==> src/rtl/stopwatch_bcd_pkg.sv <==
// Shared types and constants for the BCD stopwatch: FSM states and digit limits.
package stopwatch_bcd_pkg;
  typedef enum logic [1:0] {IDLE = 2'd0, RUN = 2'd1, PAUSE = 2'd2} sw_state_e;

  localparam int         NUM_DIG  = 6;
  localparam logic [3:0] DIG_MAX9 = 4'd9;
  localparam logic [3:0] DIG_MAX5 = 4'd5;

  // Seconds-tens and minutes-tens wrap at 5; every other digit wraps at 9.
  function automatic logic [3:0] dig_max(input int idx);
    return (idx == 3 || idx == 5) ? DIG_MAX5 : DIG_MAX9;
  endfunction
endpackage

==> src/rtl/stopwatch_bcd_digit_cnt.sv <==
// One BCD digit: wraps at MAX, synchronous clear has priority over increment.
module bcd_digit_cnt #(
  parameter logic [3:0] MAX = 4'd9
) (
  input  logic       clk,
  input  logic       rst,
  input  logic       clr,
  input  logic       inc,
  output logic [3:0] q,
  output logic       carry
);
  logic [3:0] q_q, q_d;
  logic       at_max;

  // >= keeps an out-of-range value from ever counting through A-F.
  assign at_max = (q_q >= MAX);

  always_comb begin
    q_d = q_q;
    if (clr)      q_d = '0;
    else if (inc) q_d = at_max ? 4'd0 : q_q + 4'd1;
  end

  always_ff @(posedge clk or negedge rst) begin
    if (!rst) q_q <= '0;
    else      q_q <= q_d;
  end

  assign q     = q_q;
  assign carry = inc & at_max;
endmodule

==> src/rtl/stopwatch_bcd.sv <==
// MM:SS.cc stopwatch: run/pause FSM, centisecond prescaler, six-digit BCD ripple counter.
module stopwatch_bcd
  import stopwatch_bcd_pkg::*;
#(
  parameter int CLK_HZ  = 50_000_000,
  parameter int TICK_HZ = 100
) (
  input  logic       clk,
  input  logic       rst,
  input  logic       start_stop,
  input  logic       clear,
  output logic [4:0] dig0,
  output logic [4:0] dig1,
  output logic [4:0] dig2,
  output logic [4:0] dig3,
  output logic [4:0] dig4,
  output logic [4:0] dig5,
  output logic       running,
  output logic       rollover
);
  localparam int            DIV      = CLK_HZ / TICK_HZ;
  localparam int            PW       = (DIV > 1) ? $clog2(DIV) : 1;
  localparam logic [PW-1:0] PRE_LAST = PW'(DIV - 1);

  sw_state_e                 state_q, state_d;
  logic [PW-1:0]             pre_q, pre_d;
  logic                      tick, running_q, rollover_q, rollover_d;
  logic [NUM_DIG-1:0]        inc, carry;
  logic [NUM_DIG-1:0][3:0]   dig_q;

  always_comb begin
    state_d = state_q;
    case (state_q)
      IDLE:    if (start_stop && !clear) state_d = RUN;
      RUN:     if (clear) state_d = IDLE; else if (start_stop) state_d = PAUSE;
      PAUSE:   if (clear) state_d = IDLE; else if (start_stop) state_d = RUN;
      default: state_d = IDLE;
    endcase
  end

  assign tick = (state_q == RUN) && (pre_q == PRE_LAST);

  // Prescaler only advances while staying in RUN, so every entry to RUN starts a full period.
  always_comb begin
    pre_d = '0;
    if (state_q == RUN && state_d == RUN)
      pre_d = (pre_q == PRE_LAST) ? '0 : pre_q + 1'b1;
  end

  assign inc        = {carry[NUM_DIG-2:0], tick};
  assign rollover_d = carry[NUM_DIG-1] & ~clear;

  generate
    for (genvar i = 0; i < NUM_DIG; i++) begin : g_dig
      bcd_digit_cnt #(.MAX(dig_max(i))) u_dig (
        .clk   (clk),
        .rst   (rst),
        .clr   (clear),
        .inc   (inc[i]),
        .q     (dig_q[i]),
        .carry (carry[i])
      );
    end
  endgenerate

  always_ff @(posedge clk or negedge rst) begin
    if (!rst) begin
      state_q    <= IDLE;
      pre_q      <= '0;
      running_q  <= 1'b0;
      rollover_q <= 1'b0;
    end else begin
      state_q    <= state_d;
      pre_q      <= pre_d;
      running_q  <= (state_d == RUN);
      rollover_q <= rollover_d;
    end
  end

  assign dig0     = {1'b0, dig_q[0]};
  assign dig1     = {1'b0, dig_q[1]};
  assign dig2     = {1'b1, dig_q[2]};
  assign dig3     = {1'b0, dig_q[3]};
  assign dig4     = {1'b1, dig_q[4]};
  assign dig5     = {1'b0, dig_q[5]};
  assign running  = running_q;
  assign rollover = rollover_q;
endmodule

==> config.mk <==
export PLATFORM = sky130hd
export DESIGN_NAME = stopwatch_bcd
export DESIGN_NICKNAME = d
export VERILOG_FILES = /design/src/rtl/stopwatch_bcd_pkg.sv /design/src/rtl/stopwatch_bcd_digit_cnt.sv /design/src/rtl/stopwatch_bcd.sv
export SDC_FILE = /design/constraint.sdc
export NUM_CORES = 1
export LEC_CHECK = 0
export BUFFER_PORTS_ARGS = -buffer_cell sky130_fd_sc_hd__buf_2
export CORE_ASPECT_RATIO = 1.1
export CORE_UTILIZATION = 58
export DETAILED_ROUTE_END_ITERATION = 16
export GPL_ROUTABILITY_DRIVEN = 0
export PLACE_DENSITY = 0.8
export SLEW_MARGIN = 5
export SYNTH_ARGS = -nofsm -noshare
export SYNTH_HDL_FRONTEND = slang
export SYNTH_SLANG_ARGS = --single-unit
==> constraint.sdc <==
create_clock -name clk -period 2.9 [get_ports clk]
set_input_delay 0.145 -clock clk [delete_from_list [all_inputs] [get_ports clk]]
set_output_delay 0.145 -clock clk [all_outputs]
set_load 0.02 [all_outputs]
==> metrics.md, run 1 <==
| Metric | Value |
|---|---|
| Status | completed |
| Crit start category | flop |
| Fmax | between 400 and 500 MHz |
| Grt ovf | 0 |
| Internal reg-to-reg setup slack | between 0.4 and 0.5 ns |
| Cells after Synth | 283 |
| Crit path kind | reg -> reg |
| # hold bufs at CTS | 0 |
| M2 GR Usage | ~43% |
| Die Ht | 73.94 microns |
| Final Hold Fails | 0 |
| Data required time of the critical path | 3.13 ns |
| Setup Buffers After CTS | 0 |
| Final setup vio count | 0 |
| First-pass GRT wire length | around 8900 microns |
| Finished Layout Cells | roughly 370 |
| Slew HR | 31.46% |
| # rows | 25 |
| DRC viols | 0 |
| Routed wire length per instance | 14.14 microns |
| Worst Reg-to-Reg Cells | 7 |
| Initial antenna violation count | 0 |
| Final TNS setup | 0 ns |
| CP endpoint kind | flop |
| Post-CTS sizing | 0 |
| Setup slack after layout | between 0.4 and 0.5 ns |
| Period Utilization, post-route | approximately 86% |
| IO Pins | 36 |
| Synth area leaders | dfrtp_1, ha_1, nor2_1 |
| Post-synth EDFFs | 0 |
| Most frequent cell after synthesis | dfrtp_1 |
| Power per cell area | ~370 mW/mm^2 |
| Initial core utilization | 61.87% |
| Yosys warning count | 0 |
| Iteration-0 DRC Markers | between 100 and 150 |
| Worst reg2reg endpoint | g_dig[5].u_dig.q[3] |
| DR pass1 iterations | 4 |
| Core Util, Final | a little under 70% |
| Die width | 67.40 microns |
| Worst Setup SP | g_dig[0].u_dig.q[0] |
| Vias | ~2100 |
| GR Util All Layers | 23.85% |
| RSZ-0062 raised after global routing | no |
| Gr busiest metal | met2 |
| Register area share after synthesis | 43.10% |
| Synth Cell Area | between 0.002 and 0.003 sq mm |
| H-tree depth | 2 |
| CP arrival | 2.72 ns |
| Worst Skew | about 0.0096 ns |
| Max Slew Vio Count | 0 |
| Hold WC Path Type | in -> async |
| Post-detail-place hpwl | 3665 microns |
| Pre-CTS WS | ~0.45 ns |
| Minimum clock period | about 2.5 ns |
| Leakage power | between 1 and 1.5 nW |
| Syn Area/Cell | approximately 9.6 sq um |
| Yosys cell types | 50 |
| Sink Count | 47 |
| Max-cap viol count | 0 |
| Number of global-route vias before repair | around 2000 |
| Number of buffers created by CTS | 5 |
| Synth cell count leaders | dfrtp_1, nor2_1, ha_1 |
| Worst Tran Pin Value | between 1 and 1.5 ns |
| Fillers | 366 |
| Root Driver | clkbuf_8 |
| Worst-path clk slew | around 0.090 ns |
| Largest area contributor in the netlist | dfrtp_1 |
| Ys async rst share | 100.0% |
| Antenna-violating nets left | 0 |
| Grt met1 use | about 28% |
| Worst r2r src | g_dig[0].u_dig.q[0] |
| PortBufs | 29 |
| Fin nets | between 300 and 400 |
| DP Cell Count | ~360 |
| Peak supply drop | approximately 0.27 mV |
| Synthesized flop and latch total | between 40 and 50 |
| Final wirelength | between 5000 and 6000 microns |
| Vias per cell | ~5.9 |
| CTS Buffer Depth | 2 |
| TritonCTS clock tree | done |
| Largest net degree at the start of global routing | 48 |
| Die Footprint | between 0.004 and 0.005 sq mm |
| Area growth, synth to finish | 9.445% |
| Core Region | ~0.0044 sq mm |
| Met3 GRT Util | under 10% |
| Clock latency at the later pin of the worst-skew pair | 0.31 ns |
| Top-area cell type share of the netlist area | 43.10% |
| Main synth FF type | dfrtp_1 |
| Worst Path Max Fanout | 16 |
| Layout cells sized above 1 | 15.71% |
| Antenna diodes | 0 |
| Setup crit end | g_dig[5].u_dig.q[3] |
[area by class of cell]
cell class,count,area (sq um),share of cell area (%)
Clock buffer,6,82.58,2.765
Clock inverter,1,5.005,0.1676
Inverter,16,60.06,2.011
Multi-Input combinational cell,211,1435,48.05
Sequential cell,47,1176,39.38
Tap cell,54,67.56,2.262
Timing Repair Buffer,31,160.2,5.362
[stage by stage]
| stage | cell area, sq um | total power [mW] | hold slack, ns |
|---|---|---|---|
| floorplan | 2744 | 0.7037 | -0.1506 |
| global placement | 2899 | 0.7184 | 0.3838 |
| detailed placement | 2899 | 0.7192 | 0.3855 |
| CTS | 2987 | 1.118 | 0.05163 |
| global route | 2987 | 1.150 | 0.1147 |
| finish | 2987 | 1.107 | 0.006781 |
[flip-flops by register name, summed over array words and instances (netlist names)]
name / count
pre_q: 19
g_dig.u_dig.q: 24
running: 1
rollover: 1
state_q: 2
[layer usage]
layer,wire length [microns],share of wire (%)
met5,0,0
met4,82,1.6
met3,142,2.7
met2,2696,52
met1,2256,44
[kinds of logic (layout without fill, tap and decap cells)]
group                    count (synthesis)  in the layout  share of synthesized area, %
AND/OR/NAND/NOR                        120            120                         25.54
flip-flops                              47             47                         43.10
AO/OA/AOI/OAI                           44             44                         10.13
buffers and inverters                   29             54                         4.860
adder cells (fa/ha/maj)                 19             19                         8.712
XOR/XNOR                                17             17                         5.456
multiplexers                             5              5                         1.926
other                                    2              6                        0.2752
[worst min path at each step]
stage / start / end / slack [ns] / depth (start not counted)
2_1_floorplan: rst / g_dig[0].u_dig.q[0] / -0.15 / 0
3_3_place_gp: rst / g_dig[5].u_dig.q[2] / 0.38 / 1
5_1_grt: rst / g_dig[5].u_dig.q[2] / 0.11 / 1
6_report: rst / g_dig[5].u_dig.q[2] / 0.007 / 1
4_1_cts: rst / g_dig[5].u_dig.q[2] / 0.05 / 1
3_5_place_dp: rst / g_dig[5].u_dig.q[2] / 0.39 / 1
[cells in the final DEF (no fill, tap or decap), types with 2 or more instances in the layout]
cell type	n
nor2b_1	2
o21ai_0	12
xnor2_1	6
nand2_1	12
ha_1	19
or4_1	4
and4bb_2	2
mux2_2	2
nand4_1	7
and4_1	4
o31ai_1	2
nand2b_1	6
xor2_1	11
a41oi_1	2
inv_1	15
clkbuf_8	6
buf_4	2
or3_1	2
nor3_1	5
or3b_2	3
a21oi_1	16
and3_1	5
nor2_1	31
nor4b_1	4
and2_1	4
buf_2	29
conb_1	6
a21o_1	2
mux2i_1	3
nand3_1	18
a32o_1	4
and3b_1	2
dfrtp_1	47
[power breakdown]
group | internal, mW | total [mW] | leakage [nW] | switching [mW]
sequential | 0.658 | 0.661 | 0.654 | 0.00246
combinational | 0.00772 | 0.0445 | 0.675 | 0.0368
clock | 0.187 | 0.402 | 0.0470 | 0.214
total | 0.853 | 1.11 | 1.38 | 0.254
[critical path: stages, from the launching register on]
cell and delay [ns]:
dfrtp_1 0.47, inv_1 0.07, ha_1 0.19, or3b_2 0.23
nand4_1 0.20, or2_0 0.51, or4_1 0.59, a21oi_1 0.16
Note: power is estimated with default switching activity, not from simulation.
==> inputs of run 2 (changes only) <==
PLACE_DENSITY = 0.84   (was 0.8)
==> metrics.md, run 2 (synthesis results as in run 1) <==
| Metric | Value |
|---|---|
| First-pass GRT wire length | between 9000 and 10000 microns |
| Max Slew Vio Count | 0 |
| Period Utilization, post-route | 85.10% |
| Leakage power | ~1.4 nW |
| Commonest non-fill, non-tap cell in the layout | dfrtp_1 |
| Internal power | between 0.8 and 0.9 mW |
| Worst Reg-to-Reg Cells | 7 |
| DRC viols | 0 |
| Most frequent cells in the layout | dfrtp_1, nor2_1, buf_2, ha_1, nand3_1 |
| Initial core utilization | 61.87% |
| Antenna diodes | 0 |
| Max-cap viol count | 0 |
| Status | completed |
| Sink Count | 47 |
| Minimum clock period | 2.468 ns |
| Core Util, Final | roughly two thirds |
| Worst-path clk slew | around 0.090 ns |
| Area growth, synth to finish | 9.904% |
| Routed wire length per instance | about 15 microns |
| Die Ht | between 70 and 80 microns |
| CP max stage delay | between 0.5 and 0.6 ns |
| Crit start category | flop |
| GR Util All Layers | 23.93% |
| Clock share of power | 37.8% |
| DRT met1 WL | ~2400 microns |
| DR pass1 iterations | 4 |
| Pre-CTS WS | between 0.4 and 0.5 ns |
| Seq pwr share | between 50 and 60% |
| Final setup vio count | 0 |
| Grt ovf | 0 |
| CP arrival | 2.68 ns |
| Switch Pwr | 0.2500 mW |
| WP buf/inv | 1 |
| Number of global-route vias before repair | around 2000 |
| Hold WC Path Type | in -> async |
| DR top layer | met4 |
| Comb pwr share | under 10% |
| Number of buffers created by CTS | 5 |
| Delay-heaviest family, CP | simple AND/OR/NAND/NOR gates |
| PortBufs | 29 |
| Worst Skew | between 0.009 and 0.01 ns |
| TritonCTS clock tree | done |
| Fin nets | 335 |
| Final Hold Fails | 0 |
| CP Depth | 7 |
| Die width | just under 70 microns |
| Final wirelength | about 5400 microns |
| Antenna-violating nets left | 0 |
| Slew HR | a little under a third |
| Vias | approximately 2200 |
| Iteration-0 DRC Markers | 108 |
| # hold bufs at CTS | 0 |
| Initial antenna violation count | 0 |
| RSZ-0062 raised after global routing | no |
| Sw Ratio | about 22% |
| Final TNS setup | 0 ns |
| Root Driver | clkbuf_8 |
| Post-CTS sizing | 0 |
| Fin Hold WS | around 0.006 ns |
| Peak supply drop | around 0.26 mV |
| Clock latency at the later pin of the worst-skew pair | approximately 0.30 ns |
| Largest net degree at the start of global routing | between 40 and 50 |
| CP endpoint kind | flop |
| Core Region | roughly 0.0044 sq mm |
| Crit path kind | reg -> reg |
| Met2 wire length | roughly 2800 microns |
| CP cell instances | inv_1 -> ha_1 -> or3b_2 -> nand4_1 -> or2_0 -> or4_1 -> a21oi_1 |
| Max FFs per register | 24 |
| Setup Buffers After CTS | 0 |
| Setup slack after layout | approximately 0.43 ns |
| DP Cell Count | about 360 |
| IO Pins | 36 |
| # rows | 25 |
| Worst Tran Pin Value | between 1 and 1.5 ns |
| Vias per cell | approximately 5.9 |
| Critical path's slowest cell | or4_1 |
| Power per cell area | approximately 380 mW/mm^2 |
| Wire length on met3 | ~140 microns |
| CTS Buffer Depth | 2 |
| Fillers | ~340 |
| H-tree depth | 2 |
| Die Footprint | approximately 0.005 sq mm |
| Finished Layout Cells | ~370 |
| Layout cells sized above 1 | roughly 16% |
| Post-detail-place hpwl | 3785 microns |
| Data required time of the critical path | ~3.1 ns |
| Fmax | roughly 400 MHz |
| Worst Path Max Fanout | 16 |
==> run 2: cell count changes in the layout (fill, tap and decap cells not counted) <==
cell / delta
clkinv_2: -1
clkbuf_1: +1
clkbuf_8: +1
==> run 2: path summary, 6_finish.rpt <==
path                                startpoint             endpoint  slack, ns
max                        g_dig[0].u_dig.q[0]  g_dig[5].u_dig.q[0]       0.43
min                                        rst  g_dig[1].u_dig.q[2]      0.006
max reg2reg                g_dig[0].u_dig.q[0]  g_dig[5].u_dig.q[0]       0.43
min reg2reg                           pre_q[0]             pre_q[0]       0.50
max in group asynchronous                  rst  g_dig[4].u_dig.q[0]       2.24
min in group clk                    start_stop           state_q[1]       0.16
==> run 2: power groups by stage <==
| stage | sequential (mW) | clock [mW] | combinational, mW |
|---|---|---|---|
| floorplan | 0.675 | 0 | 0.0290 |
| global route | 0.661 | 0.465 | 0.0515 |
| finish | 0.660 | 0.428 | 0.0446 |
| global placement | 0.673 | 0 | 0.0447 |
| CTS | 0.661 | 0.438 | 0.0458 |
| detailed placement | 0.674 | 0 | 0.0459 |
==> run 2: worst reg2reg max path, cell delays in order (launching register included) <==
cell and delay (ns):
dfrtp_1 0.45, inv_1 0.07, ha_1 0.19, or3b_2 0.23
nand4_1 0.20, or2_0 0.50, or4_1 0.57, a21oi_1 0.18
==> run 2: per-layer routing <==
layer	global-route usage, %	vias to the layer above
met4	8.038	0
met1	30.40	1054
met5	0	-
met3	4.755	6
met2	40.67	36
li1	-	1054
==> run 2: final cells by class <==
cell class,count,area [sq um],share of cell area (%)
inverter,16,60.06,2.003
timing repair buffer,31,160.2,5.340
clock buffer,8,100.1,3.338
sequential,47,1176,39.22
tap,54,67.56,2.253
multi-input combinational,211,1435,47.85
==> run 2: stage by stage <==
step / power [mW] / cell area [sq um]
after floorplan: 0.7037 / 2744
after global routing: 1.178 / 2999
final: 1.133 / 2999
after CTS: 1.145 / 2999
after global placement: 0.7181 / 2899
after detailed placement: 0.7195 / 2899
==> inputs of run 3 (changes only) <==
RECOVER_POWER = 50   (was unset)
==> metrics.md, run 3 (synthesis results as in run 1) <==
| Metric | Value |
|---|---|
| Worst Skew | 0.01020 ns |
| Initial antenna violation count | 0 |
| Period Utilization, post-route | 85.43% |
| Leakage power | between 1 and 1.5 nW |
| Tot Pwr | ~1.1 mW |
| Max-cap viol count | 1 |
| Internal power | about 0.88 mW |
| Peak supply drop | approximately 0.26 mV |
| FF/Latch Area | roughly 0.0012 sq mm |
| Number of global-route vias before repair | 2010 |
| Sw Ratio | between 20 and 25% |
| DRC viols | 0 |
| Minimum clock period | between 2 and 2.5 ns |
| Clock latency at the later pin of the worst-skew pair | approximately 0.30 ns |
| Iteration-0 DRC Markers | 118 |
| Routed wire length per instance | about 15 microns |
| Commonest non-fill, non-tap cell in the layout | dfrtp_1 |
| Max Slew Vio Count | 48 |
| Multi-input logic area | around 0.0014 sq mm |
| Max FFs per register | 24 |
| CP endpoint kind | flop |
| Worst Tran Pin Value | between 2 and 2.5 ns |
| Slew HR | -64.51% |
| Crit start category | flop |
| Vias per cell | 5.880 |
| Die Footprint | around 0.0050 sq mm |
| Failing checks | max-capacitance violations, max-slew violations |
| Worst Path Max Fanout | 16 |
| Antenna-violating nets left | 0 |
| Status | finished, violations left |
| TritonCTS clock tree | done |
| Hold WC Path Type | in -> reg |
| RSZ-0062 raised after global routing | no |
| H-tree depth | 2 |
| DR pass1 iterations | 5 |
| Sink Count | 47 |
| CTS Buffer Depth | 2 |
| IO Pins | 36 |
| Final TNS setup | 0 ns |
| Layout cells sized above 1 | about an eighth |
| Most frequent cells in the layout | dfrtp_1, nor2_1, ha_1, nand3_1, buf_2 |
| Area growth, synth to finish | 9.399% |
| Root Driver | clkbuf_8 |
| Core Region | between 0.004 and 0.005 sq mm |
| Post-CTS sizing | 0 |
| Comb pwr share | a little under 4% |
| Fin nets | about 340 |
| Crit path kind | reg -> reg |
| Die width | between 60 and 70 microns |
| Initial core utilization | about three fifths |
| Clock share of power | between 30% and 40% |
| Antenna diodes | 0 |
| Data required time of the critical path | ~3.1 ns |
| Final Hold Fails | 0 |
| Fillers | 351 |
| Power per cell area | between 300 and 400 mW/mm^2 |
| Post-detail-place hpwl | between 3000 and 4000 microns |
| Fin Hold WS | between 0.15 and 0.2 ns |
| Largest net degree at the start of global routing | between 40 and 50 |
| Setup Buffers After CTS | 0 |
| Final setup vio count | 0 |
| Grt ovf | 0 |
| Worst-path clk slew | around 0.080 ns |
| # hold bufs at CTS | 0 |
| First-pass GRT wire length | approximately 9100 microns |
| PortBufs | 29 |
| Final wirelength | 5397 microns |
| Fmax | 403.6 MHz |
| # rows | 25 |
| Die Ht | ~74 microns |
| Switch Pwr | about 0.25 mW |
| Number of buffers created by CTS | 5 |
| Vias | roughly 2200 |
| CP arrival | ~2.7 ns |
| Seq pwr share | around 58% |
| GR Util All Layers | between 20% and 30% |
==> run 3: cell types whose count changed in the layout (fill, tap and decap cells not counted), sizes merged <==
cell | previous run | this run
buf | 31 | 20
clkbuf | 8 | 19
==> run 3: final timing paths <==
path	start	to	slack, ns	cells past startpoint
max reg2reg	g_dig[0].u_dig.q[0]	g_dig[5].u_dig.q[3]	0.42	7
max	g_dig[0].u_dig.q[0]	g_dig[5].u_dig.q[3]	0.42	7
min reg2reg	pre_q[0]	pre_q[0]	0.50	1
min in group asynchronous	rst	g_dig[5].u_dig.q[1]	0.59	1
min	start_stop	state_q[1]	0.16	3
max in group asynchronous	rst	g_dig[4].u_dig.q[0]	0.90	1
==> run 3: worst max-delay path, cell delays in order (launching register included) <==
cell     delay, ns
dfrtp_1       0.45
inv_1         0.07
ha_1          0.19
or3b_2        0.23
nand4_1       0.20
or2_0         0.50
or4_1         0.59
a21oi_1       0.16
==> run 3: layer usage <==
layer  vias up  GRT usage (%)  wire [microns]  part of all wire, %
li1       1055              -               -                    -
met1      1061          30.40            2454                   45
met2        36          40.67            2725                   50
met3         6          4.755             145                  2.7
met4         0          8.038              72                  1.3
met5         -              0               0                    0
==> run 3: per-stage QoR <==
stage | util (%) | instance area (sq um) | instances | setup slack [ns]
2_1_floorplan | - | 2744 | 287 | 0.6183
6_report | 67.69 | 2985 | 367 | 0.4226
4_1_cts | 68.00 | 2999 | 367 | 0.4228
5_1_grt | 67.69 | 2985 | 367 | 0.2166
3_3_place_gp | 65.73 | 2899 | 359 | 0.5611
3_5_place_dp | 65.73 | 2899 | 359 | 0.4519
==> run 3: power groups by stage <==
stage               Clock [mW]  Sequential (mW)  Combinational, mW
finish                   0.427            0.661             0.0440
CTS                      0.438            0.661             0.0458
global placement             0            0.673             0.0447
detailed placement           0            0.674             0.0459
global route             0.465            0.661             0.0509
floorplan                    0            0.675             0.0290
==> run 3: area by class of cell <==
cell class / instances / area share [%]
Clock buffer: 8 / 3.353
Inverter: 16 / 2.012
Multi-Input combinational cell: 211 / 48.07
Sequential cell: 47 / 39.40
Tap cell: 54 / 2.263
Timing Repair Buffer: 31 / 4.904
